===== config.mk =====
export PLATFORM = sky130hd
export DESIGN_NAME = pipe_stage_reg
export DESIGN_NICKNAME = d
export VERILOG_FILES = /design/src/rtl/pipe_pkg.sv /design/src/rtl/sat_counter.sv /design/src/rtl/pipe_stage_reg.sv
export SDC_FILE = /design/constraint.sdc
export NUM_CORES = 1
export LEC_CHECK = 0
export CORE_MARGIN = 3
export CORE_UTILIZATION = 38
export CTS_BUF_LIST = sky130_fd_sc_hd__clkbuf_2 sky130_fd_sc_hd__clkbuf_4 sky130_fd_sc_hd__clkbuf_8
export CTS_CLUSTER_DIAMETER = 200
export DETAILED_ROUTE_END_ITERATION = 6
export HOLD_SLACK_MARGIN = 0.08
export PLACE_DENSITY_LB_ADDON = 0.1
export SETUP_SLACK_MARGIN = 0.15
export SYNTH_ARGS = -nofsm -noshare
export SYNTH_HDL_FRONTEND = slang
export SYNTH_HIERARCHICAL = 1
export SYNTH_SLANG_ARGS = --single-unit

===== constraint.sdc =====
create_clock -name clk -period 6.08 [get_ports clk]
set_clock_uncertainty 0.2 [all_clocks]
set_input_delay 1.216 -clock clk [delete_from_list [all_inputs] [get_ports clk]]
set_output_delay 1.216 -clock clk [all_outputs]
set_load 0.005 [all_outputs]

===== src/rtl/pipe_pkg.sv =====
// Shared types and widths for the pipeline stage registers.
// Holds the stage-register state encoding, per-stage payload widths and the
// packed payload layouts carried between ID/EX, EX/MEM and MEM/WB.
package pipe_pkg;

  // Occupancy of a stage register: TWO is reachable only in skid mode.
  typedef enum logic [1:0] {
    EMPTY = 2'd0,
    ONE   = 2'd1,
    TWO   = 2'd2
  } pipe_state_e;

  localparam int unsigned XLEN  = 32;
  localparam int unsigned REG_W = 5;

  localparam int unsigned ID_EX_W  = 5 * XLEN + 3 * REG_W;  // 175
  localparam int unsigned EX_MEM_W = 3 * XLEN + REG_W + 4;  // 105
  localparam int unsigned MEM_WB_W = XLEN + REG_W + 2;      // 39

  // Decode -> execute payload.
  typedef struct packed {
    logic [XLEN-1:0]  pc;
    logic [XLEN-1:0]  pc_plus4;
    logic [XLEN-1:0]  rs1_data;
    logic [XLEN-1:0]  rs2_data;
    logic [XLEN-1:0]  imm;
    logic [REG_W-1:0] rs1;
    logic [REG_W-1:0] rs2;
    logic [REG_W-1:0] rd;
  } id_ex_t;

  // Execute -> memory payload.
  typedef struct packed {
    logic [XLEN-1:0]  alu_result;
    logic [XLEN-1:0]  store_data;
    logic [XLEN-1:0]  pc_plus4;
    logic [REG_W-1:0] rd;
    logic             mem_read;
    logic             mem_write;
    logic             reg_write;
    logic             mem_to_reg;
  } ex_mem_t;

  // Memory -> writeback payload.
  typedef struct packed {
    logic [XLEN-1:0]  wb_data;
    logic [REG_W-1:0] rd;
    logic             reg_write;
    logic             wb_valid;
  } mem_wb_t;

endpackage


===== src/rtl/sat_counter.sv =====
// Saturating up-counter used for stall-cycle performance counting.
// Ports: clk, rst (async active-high), inc (count enable), cnt (value).
module sat_counter #(
  parameter int unsigned CNT_W = 16
) (
  input  logic             clk,
  input  logic             rst,
  input  logic             inc,
  output logic [CNT_W-1:0] cnt
);

  localparam logic [CNT_W-1:0] CNT_MAX = {CNT_W{1'b1}};

  // Count up on inc, hold once all ones.
  always_ff @(posedge clk or posedge rst) begin
    if (rst) begin
      cnt <= '0;
    end else if (inc && (cnt != CNT_MAX)) begin
      cnt <= cnt + CNT_W'(1);
    end
  end

endmodule


===== src/rtl/pipe_stage_reg.sv =====
// Generic pipeline stage register with valid/ready handshake, synchronous
// flush and a saturating stall-cycle counter.
// Optional feature: define PIPE_SKID_EN for a two-entry (main + skid) variant
// whose in_ready comes straight from a flop; otherwise a single entry with
// in_ready = !out_valid | out_ready.
// Ports: clk, rst (async active-high), flush, in_valid/in_ready/in_data
// (upstream), out_valid/out_ready/out_data (downstream), stall_cnt.
module pipe_stage_reg
  import pipe_pkg::*;
#(
  parameter int unsigned DATA_W = ID_EX_W,
  parameter int unsigned CNT_W  = 16
) (
  input  logic              clk,
  input  logic              rst,
  input  logic              flush,
  input  logic              in_valid,
  output logic              in_ready,
  input  logic [DATA_W-1:0] in_data,
  output logic              out_valid,
  input  logic              out_ready,
  output logic [DATA_W-1:0] out_data,
  output logic [CNT_W-1:0]  stall_cnt
);

  pipe_state_e       state_q;
  logic [DATA_W-1:0] main_q;
  logic              in_fire;
  logic              out_fire;

  // main_q is zeroed whenever the stage empties, so a bubble reads as zero.
  assign out_valid = (state_q != EMPTY);
  assign out_data  = main_q;
  assign in_fire   = in_valid & in_ready;
  assign out_fire  = out_valid & out_ready;

`ifdef PIPE_SKID_EN
  pipe_state_e       state_d;
  logic [DATA_W-1:0] skid_q;
  logic              in_ready_q;

  assign in_ready = in_ready_q;

  // Next occupancy; flush overrides every handshake event.
  always_comb begin
    state_d = state_q;
    if (flush) begin
      state_d = EMPTY;
    end else begin
      case (state_q)
        EMPTY: if (in_fire) state_d = ONE;
        ONE: begin
          if (in_fire && !out_ready)      state_d = TWO;
          else if (!in_fire && out_fire)  state_d = EMPTY;
        end
        TWO:     if (out_fire) state_d = ONE;
        default: state_d = EMPTY;
      endcase
    end
  end

  // State, payload registers and the registered ready.
  always_ff @(posedge clk or posedge rst) begin
    if (rst) begin
      state_q    <= EMPTY;
      main_q     <= '0;
      skid_q     <= '0;
      in_ready_q <= 1'b1;
    end else begin
      state_q    <= state_d;
      in_ready_q <= (state_d != TWO);
      if (flush) begin
        main_q <= '0;
        skid_q <= '0;
      end else begin
        case (state_q)
          EMPTY: if (in_fire) main_q <= in_data;
          ONE: begin
            if (in_fire && out_fire) main_q <= in_data;
            else if (in_fire)        skid_q <= in_data;
            else if (out_fire)       main_q <= '0;
          end
          TWO: begin
            if (out_fire) begin
              main_q <= skid_q;
              skid_q <= '0;
            end
          end
          default: begin
            main_q <= '0;
            skid_q <= '0;
          end
        endcase
      end
    end
  end
`else
  // Legacy timing: accept when empty or when the held entry leaves this cycle.
  assign in_ready = ~out_valid | out_ready;

  // Single-entry state and payload; in ONE an in_fire implies out_fire.
  always_ff @(posedge clk or posedge rst) begin
    if (rst) begin
      state_q <= EMPTY;
      main_q  <= '0;
    end else if (flush) begin
      state_q <= EMPTY;
      main_q  <= '0;
    end else begin
      case (state_q)
        EMPTY: begin
          if (in_fire) begin
            state_q <= ONE;
            main_q  <= in_data;
          end
        end
        ONE: begin
          if (in_fire) begin
            main_q <= in_data;
          end else if (out_fire) begin
            state_q <= EMPTY;
            main_q  <= '0;
          end
        end
        default: begin
          state_q <= EMPTY;
          main_q  <= '0;
        end
      endcase
    end
  end
`endif

  // Stall cycles: held payload not taken downstream; flush does not clear it.
  sat_counter #(
    .CNT_W(CNT_W)
  ) u_stall_cnt (
    .clk (clk),
    .rst (rst),
    .inc (out_valid & ~out_ready),
    .cnt (stall_cnt)
  );

endmodule


==> results.yml, run 1 <==
die:
  core_um2: 22800
  start_util_pct: 39.0
  rows: 55
  die-height_um: 159
  design.die.area_um2: 25300
  ios: 373
  die_x_um: 159
logic_synthesis:
  synth.top_cells.by_count: "dfrtp_1, nor2_1, a32oi_1"
  synth_top_area_share_pct: 53.9
  ys_top_cells_by_area: "dfrtp_1, mux2_2, a222oi_1, a32oi_1, nor2_1"
  synth_edf_count: 0
  yosysMostFrequentCell: "dfrtp_1"
  async_flop_share_pct: 100
  synthCells: 778
  synth_fp_nets: 959
  syn_area_per_cell_um2: 11.4
  ys_seq_elements: 192
  yosysWarningCount: 6
  synth_top_cell_by_area: "dfrtp_1"
  ys.flop_type: "dfrtp_1"
  ys_types: 31
  seq_area_frac_synth_pct: 53.9
  synth_area_um2: 8910
worst_setup_path:
  rr_worst_depth: 6
  reg2reg_to: "u_stall_cnt/cnt[14]"
  cp-start-kind: "input port"
  reg2reg_from: "state_q[0]"
  crit_path_max_fanout: 3
  cp-end-kind: "output port"
  cp.arrival_ps: 2500
  worstPathRequired_ps: 4660
  worstSetupPathType: "in2out"
  r2r_setup_slack_ps: 3500
cells_and_area:
  nets: 1273
  multi_input_area_um2: 3710
  final_area_um2: 13100
  regArea_um2: 4800
  layout-drive-gt1-share_pct: 13.0
  areaGrowthSynthToFinish_pct: 47.5
  num-fill-cells: 2013
  diodes: 0
sta:
  slew_headroom_pct: 34.3
  rsz0062_at_grt: "no"
  setup_viol: 0
  max_freq_mhz: 255
  worstMarginPinSlew_ps: 986
  tns_ps: 0
  report.final.slew_viol_count: 0
  hold_viol_final: 0
  period_needed_ps: 3910
  post-route-period-util_pct: 64.4
clock_network:
  cts_root_buf: "clkbuf_8"
  clockBufferDepth: 2
  cts_hold_buf: 0
  clkLatencyLatePin_ps: 470
  cts_max_level: 4
  cts_tree: "yes"
  numCtsBuffers: 17
  cts_num_sinks: 192
  cts-resized-gates: 0
  cts.clk_slew.worst_paths_ps: 90
  post_cts_buffers: 0
drt:
  num_vias: 8076
  final_antenna_net_count: 0
  wire_per_inst_um: 21.3
  drc: 4
  drt-initial-drc-count: 970
  dr.pass1.iters: 7
  viasPerCell: 5.70
  drt_wl_total_um: 30200
power_and_ir_drop:
  internal_power_mw: 2.12
  p_per_area_nw_per_um2: 227
  peakVddDrop_mv: 0.116
  fin_total_pwr_mw: 2.98
  p_sw_mw: 0.867
  sw_frac_of_total_pct: 29.1
  p_comb_share_pct: 22.7
  seqPwrFrac_pct: 48.6
  clkPwrFrac_pct: 28.7
  p_leak_nw: 5.45
placed_design:
  placed_cell_area_um2: 12800
  io_buffers: 372
  place.gp.congestion: 0.803
  place_hpwl_um: 19200
hold_path:
  hold_end: "out_data[145]"
  worstHoldStart: "out_data[145]"
  min_path_cells: 2
  hold_path_class: "reg2reg"
grt:
  grt_pass1_vias: 7954
  grt-ovfl-total: 0
  grt_first_pass_wirelength_um: 46900
  track_usage_pct: 22.9
  grt_max_degree: 100
  antenna_found_initial: 0
job:
  cap_viol_max_count: 0
outcome:
  status: "complete, but fails checks"
  violations: "DRC"
[area by class of cell]
| type | instances | share of cell area, % |
|---|---|---|
| clock buffers | 20 | 2.00 |
| clock inverters | 12 | 0.971 |
| inverters | 4 | 0.143 |
| multi-input cells | 495 | 28.3 |
| flip-flops and latches | 192 | 36.6 |
| well taps | 313 | 2.98 |
| repair buffers | 382 | 29.1 |
[cell usage in the layout, fill, tap and decap left out, types with 7 or more instances in the layout]
cell type,n
a32oi_1,89
a222oi_1,86
clkbuf_8,18
buf_4,9
dfrtp_1,192
nor2_1,180
nand3_1,7
xnor2_1,11
mux2_2,88
clkdlybuf4s50_1,370
[worst max-delay path: stages]
cell	delay (ps)
clkdlybuf4s50_1	530
nand2b_2	180
clkdlybuf4s50_1	570
[through the flow]
step / hold WS (ps) / setup slack (ps) / cells / util (%)
finish: 322 / 2170 / 1418 / 57.5
global route: 350 / 2120 / 1418 / 57.5
CTS: 324 / 2140 / 1418 / 57.5
detailed placement: 302 / 2140 / 1386 / 55.8
global placement: 293 / 2140 / 1386 / 55.8
floorplan: 293 / 2410 / 778 / -
[registers in the layout (all words and copies together), names as in the netlist]
name and cells:
u_stall_cnt/cnt 16, state_q 1, out_data 175
[power groups by stage]
stage	logic (mW)	registers (mW)	clock network (mW)
2_1_floorplan	0.289	1.47	0
3_3_place_gp	0.677	1.47	0
3_5_place_dp	0.683	1.47	0
4_1_cts	0.686	1.45	0.885
5_1_grt	0.735	1.47	0.936
6_report	0.678	1.45	0.857
[logic make-up after synthesis]
family / after synthesis / share of synthesized area, %
AOI/OAI and AO/OA: 178 / 18.6
muxes: 90 / 11.4
buffers and inverters: 91 / 4.51
and+or+nand+nor: 215 / 10.3
adders and majority gates: 1 / 0.140
DFF: 192 / 53.9
xor gates and xnor gates: 11 / 1.08
[worst max path at each step]
stage / startpoint / slack, ps / endpoint / cells past startpoint
2_1_floorplan: rst / 2410 / out_data[0] / 1
3_3_place_gp: out_ready / 2140 / in_ready / 3
3_5_place_dp: out_ready / 2140 / in_ready / 3
4_1_cts: out_ready / 2140 / in_ready / 3
5_1_grt: out_ready / 2120 / in_ready / 3
6_report: out_ready / 2170 / in_ready / 3
[metal layers]
layer | track usage, % | share of wire [%] | vias up
met4 | 7.40 | 2.6 | 0
met1 | 29.7 | 41 | 4056
met3 | 7.39 | 8.2 | 38
met2 | 36.6 | 49 | 336
li1 | - | - | 3646
met5 | 0 | 0 | -
No activity file was read; power rests on OpenSTA's default activity.
==> run 2: changes to the inputs <==
==> constraint.sdc (replaced) <==
create_clock -name clk -period 3.2 [get_ports clk]
set_clock_uncertainty 0.2 [all_clocks]
set_input_delay 0.64 -clock clk [delete_from_list [all_inputs] [get_ports clk]]
set_output_delay 0.64 -clock clk [all_outputs]
set_load 0.005 [all_outputs]
==> results.yml, run 2 (synthesis results as in run 1) <==
outcome:
  status: "complete, but fails checks"
  violations: "DRC"
sta:
  worstMarginPinSlew_ps: 641
  tns_ps: 0
  max_freq_mhz: 355
  setup_viol: 0
  report.final.slew_viol_count: 0
  hold_viol_final: 0
  slew_headroom_pct: 57.3
  rsz0062_at_grt: "no"
  post-route-period-util_pct: 88.1
  period_needed_ps: 2820
  setup_slack_ps: 380
worst_setup_path:
  reg2reg_from: "state_q[0]"
  rr_worst_depth: 5
  crit_start: "out_ready"
  critPathCapture: "in_ready"
  worstPathRequired_ps: 2360
  r2r_setup_slack_ps: 1180
  cp-start-kind: "input port"
  reg2reg_to: "u_stall_cnt/cnt[1]"
  crit_path_max_fanout: 4
  cpPeakStageDelay_ps: 560
  crit_path_cell_trace: "clkdlybuf4s50_1, nand2b_2, clkdlybuf4s50_1"
  crit_top_cell: "clkdlybuf4s50_1"
  cp.arrival_ps: 1980
  crit_slowest_cell: "clkdlybuf4s50_1"
  cp-end-kind: "output port"
  worstSetupPathType: "in2out"
die:
  core_um2: 22800
  design.die.area_um2: 25300
  start_util_pct: 39.0
  die_x_um: 159
  die-height_um: 159
  ios: 373
  rows: 55
clock_network:
  clkLatencyLatePin_ps: 470
  numCtsBuffers: 17
  cts.clk_slew.worst_paths_ps: 110
  clockBufferDepth: 2
  post_cts_buffers: 0
  cts_max_level: 4
  cts_tree: "yes"
  cts-resized-gates: 0
  cts_root_buf: "clkbuf_8"
  cts_num_sinks: 192
  cts_hold_buf: 0
drt:
  final_antenna_net_count: 0
  wire_per_inst_um: 21.2
  drt_wl_total_um: 30200
  drt-initial-drc-count: 926
  drc: 1
  dr.pass1.iters: 7
  viasPerCell: 5.66
  num_vias: 8089
hold_path:
  hold_path_class: "in2async"
job:
  cap_viol_max_count: 0
cells_and_area:
  layout-drive-gt1-share_pct: 13.7
  mostFrequentLayoutCell: "clkdlybuf4s50_1"
  num-fill-cells: 2013
  regArea_um2: 4800
  largest_reg_flops: 175
  areaGrowthSynthToFinish_pct: 49.4
  multi_input_area_um2: 3710
  nets: 1282
  final_cell_mix: "clkdlybuf4s50_1, dfrtp_1, nor2_1"
placed_design:
  place_hpwl_um: 19700
  pre_cts_slack_ps: 343
  place.gp.congestion: 0.771
  io_buffers: 372
power_and_ir_drop:
  p_leak_nw: 5.54
  p_per_area_nw_per_um2: 434
  peakVddDrop_mv: 0.305
grt:
  grt_first_pass_wirelength_um: 47200
  grt_max_degree: 119
  antenna_found_initial: 1
  grt-ovfl-total: 0
  track_usage_pct: 23.0
  grt_pass1_vias: 8084
==> run 2: cell count changes in the layout (fill, tap and decap cells not counted) <==
cell,previous run,this run
buf_12,2,7
buf_4,9,13
clkinvlp_4,6,2
clkinv_8,0,3
clkbuf_4,2,0
clkbuf_8,18,17
clkinv_2,0,1
diode_2,0,1
inv_12,0,1
inv_6,2,3
inv_8,3,4
==> run 2: critical path: cells and delay by family <==
kind / cells / cell delay [ps]
simple gates: 1 / 230
buf+inv: 2 / 1100
==> run 2: power by group <==
| part | total [mW] | internal [mW] | switching, mW | leakage [nW] |
|---|---|---|---|---|
| Sequential | 2.74 | 2.60 | 0.146 | 2.56 |
| Clock | 1.72 | 0.674 | 1.04 | 0.210 |
| Combinational | 1.31 | 0.765 | 0.544 | 2.77 |
==> run 2: final cells by class <==
| type | count | area share (%) |
|---|---|---|
| sequential | 192 | 36.1 |
| timing repair buffer | 391 | 29.7 |
| multi-input combinational | 495 | 27.9 |
| tap | 313 | 2.94 |
| clock buffer | 17 | 1.76 |
| clock inverter | 15 | 1.41 |
| inverter | 4 | 0.141 |
| antenna | 1 | 0.0188 |
==> run 2: worst min-delay path by stage <==
stage	from	end	slack, ps	cells past startpoint
global placement	out_data[71]	out_data[71]	290	2
finish	rst	out_data[128]	320	2
floorplan	u_stall_cnt/cnt[15]	u_stall_cnt/cnt[15]	290	1
global route	rst	out_data[128]	310	2
CTS	rst	out_data[128]	290	2
detailed placement	out_data[134]	out_data[134]	300	2
==> run 2: layer usage <==
metal  part of all wire [%]  vias to the layer above  track usage, %
li1                       -                     3684               -
met1                     40                     4043            29.5
met2                     50                      330            37.8
met3                    8.3                       32            7.73
met4                    1.8                        0            5.73
met5                      0                        -               0
==> run 2: metrics by stage <==
stage	area (um^2)	utilization, %	total power, mW	hold WS [ps]	cells
after floorplan	8910	-	3.33	293	778
after global placement	12900	56.4	4.09	292	1395
after detailed placement	12900	56.4	4.11	300	1395
after CTS	13300	58.2	5.83	292	1427
after global routing	13300	58.2	6.05	312	1428
final	13300	58.2	5.77	320	1428
==> run 3: changes to the inputs <==
--- a/config.mk
+++ b/config.mk
@@ -7,7 +7,6 @@
 export LEC_CHECK = 0
 export CORE_MARGIN = 3
 export CORE_UTILIZATION = 38
-export CTS_BUF_LIST = sky130_fd_sc_hd__clkbuf_2 sky130_fd_sc_hd__clkbuf_4 sky130_fd_sc_hd__clkbuf_8
 export CTS_CLUSTER_DIAMETER = 200
 export DETAILED_ROUTE_END_ITERATION = 6
 export HOLD_SLACK_MARGIN = 0.08
@@ -17,3 +16,4 @@
 export SYNTH_HDL_FRONTEND = slang
 export SYNTH_HIERARCHICAL = 1
 export SYNTH_SLANG_ARGS = --single-unit
+export TNS_END_PERCENT = 10
==> results.yml, run 3 (synthesis results as in run 1) <==
grt:
  track_usage_pct: 23.1
  grt_first_pass_wirelength_um: 47300
  grt_pass1_vias: 8120
  grt_max_degree: 119
  antenna_found_initial: 1
  grt-ovfl-total: 0
die:
  die_x_um: 159
  core_um2: 22800
  rows: 55
  start_util_pct: 39.0
  design.die.area_um2: 25300
  die-height_um: 159
  ios: 373
clock_network:
  clkLatencyLatePin_ps: 430
  cts_num_sinks: 192
  numCtsBuffers: 17
  cts_root_buf: "clkbuf_16"
  cts_hold_buf: 0
  clockBufferDepth: 2
  cts-resized-gates: 0
  cts.clk_slew.worst_paths_ps: 80
  post_cts_buffers: 0
  cts_max_level: 4
  cts_tree: "yes"
placed_design:
  place_hpwl_um: 19700
  place.gp.congestion: 0.771
  io_buffers: 372
worst_setup_path:
  cp-start-kind: "input port"
  worstPathRequired_ps: 2360
  worstSetupPathType: "in2out"
  crit_path_max_fanout: 4
  cp.arrival_ps: 1980
  cp-end-kind: "output port"
drt:
  final_antenna_net_count: 0
  dr.pass1.iters: 7
  drt-initial-drc-count: 919
  drt_wl_total_um: 30200
  drc: 1
  viasPerCell: 5.62
  num_vias: 8022
  wire_per_inst_um: 21.1
power_and_ir_drop:
  clkPwrFrac_pct: 35.5
  sw_frac_of_total_pct: 28.4
  peakVddDrop_mv: 0.346
  p_comb_share_pct: 20.8
  p_sw_mw: 1.79
  internal_power_mw: 4.50
  seqPwrFrac_pct: 43.6
  p_per_area_nw_per_um2: 466
  fin_total_pwr_mw: 6.29
  p_leak_nw: 5.62
cells_and_area:
  mostFrequentLayoutCell: "clkdlybuf4s50_1"
  layout-drive-gt1-share_pct: 13.7
  areaGrowthSynthToFinish_pct: 51.5
  final_cell_mix: "clkdlybuf4s50_1, dfrtp_1, nor2_1"
  largest_reg_flops: 175
  nets: 1282
sta:
  hold_viol_final: 0
  max_freq_mhz: 355
  period_needed_ps: 2820
  rsz0062_at_grt: "no"
  worstMarginPinSlew_ps: 643
  setup_viol: 0
  tns_ps: 0
  post-route-period-util_pct: 88.1
  slew_headroom_pct: 57.2
  report.final.slew_viol_count: 0
job:
  cap_viol_max_count: 0
outcome:
  violations: "DRC"
  status: "complete, but fails checks"
hold_path:
  hold_path_class: "reg2reg"
[run 3: cell count changes in the layout (fill, tap and decap cells not counted)]
cell	before	now
clkbuf_16	0	17
clkbuf_8	17	0
[run 3: power groups by stage]
stage          Combinational [mW]  Sequential (mW)  Clock (mW)
2_1_floorplan               0.549             2.78           0
3_5_place_dp                 1.32             2.79           0
5_1_grt                      1.42             2.77        2.38
3_3_place_gp                 1.31             2.78           0
6_report                     1.31             2.74        2.23
4_1_cts                      1.33             2.74        2.29
[run 3: per-stage QoR]
step	setup slack, ps	instance area, um^2	utilization, %	hold slack [ps]	cells
6_report	382	13500	59.1	314	1428
5_1_grt	314	13500	59.1	338	1428
4_1_cts	336	13500	59.1	319	1427
3_5_place_dp	343	12900	56.4	300	1395
3_3_place_gp	368	12900	56.4	292	1395
2_1_floorplan	107	8910	-	293	778
[run 3: path summary, 6_finish.rpt]
| path | depth (start not counted) | slack (ps) | startpoint | endpoint |
|---|---|---|---|---|
| setup / recovery | 3 | 380 | out_ready | in_ready |
| hold / removal | 2 | 310 | out_data[123] | out_data[123] |
| setup reg to reg | 5 | 1190 | state_q[0] | u_stall_cnt/cnt[1] |
| hold reg to reg | 2 | 310 | out_data[123] | out_data[123] |
| max in group asynchronous | 3 | 1680 | rst | out_data[43] |
| min in group asynchronous | 2 | 370 | rst | out_data[132] |
[run 3: final cells by class]
| class | instances | area (um^2) |
|---|---|---|
| clock buffers | 17 | 425 |
| diodes | 1 | 2.50 |
| inverters | 4 | 18.8 |
| multi-input cells | 495 | 3710 |
| fillers | 1998 | 9350 |
| repair buffers | 391 | 3950 |
| well taps | 313 | 392 |
| flip-flops and latches | 192 | 4800 |
| clock inverters | 15 | 188 |
[run 3: metal layers]
metal	GRT usage (%)	vias to the layer above	part of all wire, %
met4	4.78	0	1.3
met3	8.01	18	7.5
met1	29.3	4024	40
li1	-	3679	-
met5	0	-	0
met2	38.5	301	51
[run 3: worst max-delay path, cell delays in order]
cell and delay [ps]:
clkdlybuf4s50_1 540, nand2b_2 230, clkdlybuf4s50_1 560
